## src/rtl/delay_catch_buffer.sv

```systemverilog
// Catch FIFO for words emerging from a fixed-latency delay line, with credit-based issue control.
// Optional DELAY_CATCH_LATENCY_CHECK_EN: flag any pipe_valid that does not line up with an issue DELAYS clocks earlier.
module delay_catch_buffer #(
  parameter int WIDTH  = 8,
  parameter int DELAYS = 2,
  parameter int DEPTH  = 4
) (
  input  logic             clk,
  input  logic             rst,
  input  logic             issue_valid,
  output logic             issue_ready,
  input  logic             pipe_valid,
  input  logic [WIDTH-1:0] pipe_data,
  output logic             out_valid,
  output logic [WIDTH-1:0] out_data,
  input  logic             out_ready,
  output logic             err
);

  localparam int CW = $clog2(DEPTH + 1);
  localparam int PW = (DEPTH > 1) ? $clog2(DEPTH) : 1;

  logic [CW-1:0]    r_count;
  logic [CW-1:0]    r_inflight;
  logic [PW-1:0]    r_wr_ptr;
  logic [PW-1:0]    r_rd_ptr;
  logic [WIDTH-1:0] r_mem [DEPTH];
  logic             r_err;

  logic [CW:0] w_credit_used;
  logic        w_issue;
  logic        w_arrive;
  logic        w_pop;
  logic        w_proto_err;
  logic        w_lat_err;

  function automatic logic [PW-1:0] ptr_inc(input logic [PW-1:0] p);
    return (p == PW'(DEPTH - 1)) ? '0 : p + PW'(1);
  endfunction

  // Credits count both held words and words still in the external pipeline,
  // so every issued word is guaranteed a slot when it emerges.
  assign w_credit_used = {1'b0, r_count} + {1'b0, r_inflight};
  assign issue_ready   = (w_credit_used < (CW+1)'(DEPTH));

  assign w_issue     = issue_valid & issue_ready;
  assign w_arrive    = pipe_valid & (r_inflight != '0) & (r_count != CW'(DEPTH));
  assign w_pop       = out_valid & out_ready;
  assign w_proto_err = pipe_valid & ~w_arrive;

  assign out_valid = (r_count != '0);
  assign out_data  = r_mem[r_rd_ptr];
  assign err       = r_err;

`ifdef DELAY_CATCH_LATENCY_CHECK_EN
  logic [DELAYS-1:0] r_iss_sr;

  always_ff @(posedge clk) begin
    if (rst) begin
      r_iss_sr <= '0;
    end else begin
      r_iss_sr[0] <= w_issue;
      for (int i = 1; i < DELAYS; i++) r_iss_sr[i] <= r_iss_sr[i-1];
    end
  end

  // Top bit is the issue made DELAYS clocks ago: early and late arrivals both disagree with it.
  assign w_lat_err = (pipe_valid != r_iss_sr[DELAYS-1]);
`else
  assign w_lat_err = 1'b0;
`endif

  always_ff @(posedge clk) begin
    if (rst) begin
      r_inflight <= '0;
    end else begin
      unique case ({w_issue, w_arrive})
        2'b10:   r_inflight <= r_inflight + CW'(1);
        2'b01:   r_inflight <= r_inflight - CW'(1);
        default: r_inflight <= r_inflight;
      endcase
    end
  end

  always_ff @(posedge clk) begin
    if (rst) begin
      r_count  <= '0;
      r_wr_ptr <= '0;
      r_rd_ptr <= '0;
    end else begin
      unique case ({w_arrive, w_pop})
        2'b10:   r_count <= r_count + CW'(1);
        2'b01:   r_count <= r_count - CW'(1);
        default: r_count <= r_count;
      endcase
      if (w_arrive) r_wr_ptr <= ptr_inc(r_wr_ptr);
      if (w_pop)    r_rd_ptr <= ptr_inc(r_rd_ptr);
    end
  end

  // Storage needs no reset: out_valid masks stale contents.
  always_ff @(posedge clk) begin
    if (w_arrive) r_mem[r_wr_ptr] <= pipe_data;
  end

  always_ff @(posedge clk) begin
    if (rst)                          r_err <= 1'b0;
    else if (w_proto_err | w_lat_err) r_err <= 1'b1;
  end

endmodule
```

## config.mk

```make
export PLATFORM = sky130hd
export DESIGN_NAME = delay_catch_buffer
export DESIGN_NICKNAME = d
export VERILOG_FILES = /design/src/rtl/delay_catch_buffer.sv
export SDC_FILE = /design/constraint.sdc
export NUM_CORES = 1
export LEC_CHECK = 0
export CAP_MARGIN = 15
export CORE_AREA = 5 5 81 61
export DETAILED_ROUTE_END_ITERATION = 10
export DIE_AREA = 0 0 86 66
export PLACE_DENSITY_LB_ADDON = 0.2
export SETUP_SLACK_MARGIN = 0.5
export SLEW_MARGIN = 20
export SYNTH_ARGS = -nofsm -noshare
export SYNTH_HDL_FRONTEND = slang
export SYNTH_SLANG_ARGS = --single-unit
```

## constraint.sdc

```tcl
create_clock -name clk -period 2.17 [get_ports clk]
set_clock_uncertainty 0.15 [all_clocks]
set_input_delay 0.434 -clock clk [delete_from_list [all_inputs] [get_ports clk]]
set_output_delay 0.434 -clock clk [all_outputs]
set_load 0.01 [all_outputs]
```

==> impl_metrics.ini <==
[worst_hold_path]
hold_path_class = flop to flop

[sta]
holdWs_ns = 0.331
fin_crit_ns = 2.25
rsz0062_at_grt = true
slew_violations = 0
final-hold-violation-count = 0
setup_slack_ns = -0.0819
slew-limit-headroom_pct = 81.2
fmax_mhz = 444
finalSetupViolations = 3
worst_pin_slew_ns = 0.281
fin_crit_sh_pct = 104

[place]
place_congestion = 0.737
io_buffer_count = 23
hpwl_um = 2450

[power_and_ir_drop]
internal-power_mw = 2.34
power_frac_comb_pct = 45.5
seq_power_share_pct = 35.5
ir_worst_vdd_v = 0.000767
power_density_nw_per_um2 = 1260
pwr-share-clk_pct = 19.0
power.leakage_nw = 0.979
power.share.switching_pct = 30.3
power.switching_mw = 1.02

[cts]
numCtsBuffers = 5
cts_tree = yes
clkSinkCount = 45
clock_latency_ns = 0.29
htree_levels = 2
cts-hold-fix-buffers = 0
clockBufferDepth = 2
path_clk_slew_ns = 0.07
cts-root-buf = clkbuf_8

[detailed_routing]
drt_iter0_drc = 36
vias = 1128
wl_per_cell_um = 15.5
drc = 0
vias_per_cell = 4.95
routed_wl_um = 3540
firstDrtPassIters = 4
ant_nets = 0

[critical_path]
crit_type = flop to flop
cpMostUsedCell = ha_4
slowest_stage = dfxtp_4
start_kind = flop
critPathCaptureType = flop
worstPathMaxFanout = 3
critical_path_required_ns = 2.24
arrival_ns = 2.32
max_stage_delay_ns = 0.37
path_cells = ha_4, and3_4, nor4_4, nand2_2, ha_4, inv_2, fa_2, xor2_1, or3_1, a21oi_1

[floorplanning]
io-pin-count = 24
start_util_pct = 46.1
die_h_um = 66
core_area_um2 = 4130
fp.dieW_um = 86
row_count = 20
die_area_um2 = 5680

[finish]
areaGrowthSynthToFinish_pct = 39.6
utilization_pct = 64.4
nets = 196
drive_above_1_share_pct = 48.0
diodes = 0

[logic_synthesis]
async_flop_share_pct = 0
ys_ff_latch = 45
netlist_area_um2 = 1900
yosysWarnings = 0
syn_nets = 144
synth_common_cells = edfxtp_1, dfxtp_1, ha_1, inv_1
yosysUniqueCellTypes = 27
ys_top_cells_by_area = edfxtp_1, dfxtp_1, mux4_2, ha_1, fa_1
syn_avg_cell_area_um2 = 15.9
synth-seq-area-share_pct = 64.1
syn-instance-count = 120
yosys_most_used_dff = edfxtp_1
yosysMostFrequentCell = edfxtp_1
yosys.area.top_type_share_pct = 50.5
synth-edff-count = 32
synth_area_leader_cell = edfxtp_1

[run_status]
status = finished, violations left
violations = setup timing

[global_routing]
grt_pass1_vias = 1140
overflow = 0
antenna_found_initial = 0
grt_max_degree = 14
grt_first_pass_wirelength_um = 5620
grt_usage_pct = 13.5

[flow_run]
drv_cap = 0
==> routing by layer <==
metal / vias to the layer above / GRT usage (%) / part of all wire, %
met2: 18 / 20.2 / 48
li1: 544 / - / -
met3: 5 / 4.11 / 4.4
met4: 0 / 5.93 / 1.4
met5: - / 0 / 0
met1: 561 / 18.1 / 46
==> repair_timing <==
action / CTS / global route
setup buffers: 5 / 5
cloned: 0 / 0
pin swaps: 1 / 13
setup endpoints to repair: 49 / 48
gates resized for setup: 58 / 24
==> worst max-delay path, delay by kind of cell, from the launching register on <==
family          cells  cell delay (ns)
fa+ha+maj           3             0.74
simple gates        4             0.63
compound gates      1             0.12
flops               1             0.37
xor+xnor            1             0.15
buf+inv             1             0.04
==> cell type report <==
type                       count  area [um2]
tap                           55        68.8
fill                         284        1470
inverter                      11        46.3
multi-input combinational     61         723
sequential                    45        1230
clock inverter                 1        30.0
clock buffer                   7        86.3
timing repair buffer          48         469
==> stage by stage <==
step | TNS (ns) | area [um2] | std cells | setup WS [ns] | power [mW]
final | -0.130 | 2660 | 228 | -0.0819 | 3.36
after global routing | -0.499 | 2660 | 228 | -0.184 | 3.59
after CTS | -0.246 | 2540 | 223 | -0.120 | 3.12
after detailed placement | -2.08 | 2350 | 210 | -0.473 | 2.38
after global placement | -1.58 | 2350 | 210 | -0.425 | 2.34
after floorplan | -0.142 | 1940 | 120 | -0.0885 | 1.85
==> flip-flops by register name (all words and copies together) (netlist names), named ones only <==
signal	cells
r_inflight	3
err	1
r_mem	32
r_count	3
r_wr_ptr	2
r_rd_ptr	2
==> cell families after synthesis <==
logic type | synth area share (%)
AOI/OAI and AO/OA | 5.06
xor gates and xnor gates | 1.84
adders and majority gates | 8.02
buffers and inverters | 2.82
DFF | 64.1
muxes | 11.3
and+or+nand+nor | 6.83
==> power groups by stage <==
stage	combinational (mW)	sequential (mW)	clock, mW
final	1.53	1.19	0.637
after global routing	1.68	1.21	0.697
after CTS	1.27	1.19	0.653
after detailed placement	1.19	1.19	0
after global placement	1.16	1.18	0
after floorplan	0.670	1.18	0
==> path summary, 6_finish.rpt <==
check / endpoint / slack (ns) / from / depth (start not counted)
worst max-delay path: r_inflight[2] / -0.08 / r_inflight[1] / 10
worst max register to register: r_inflight[2] / -0.08 / r_inflight[1] / 10
worst min-delay path: err / 0.33 / err / 2
worst min register to register: err / 0.33 / err / 2
==> cells in the final DEF (no fill, tap or decap), types with 4 or more instances in the layout <==
master and count:
and2_4 4, buf_4 14, buf_6 18, clkbuf_8 6
clkdlybuf4s50_1 11, dfxtp_1 6, dfxtp_2 5, edfxtp_1 32
ha_1 6, inv_1 5, inv_2 4, mux4_2 8
nor2_1 6, or3_1 4, xor2_1 4
Power figures use the tool's default switching activity.
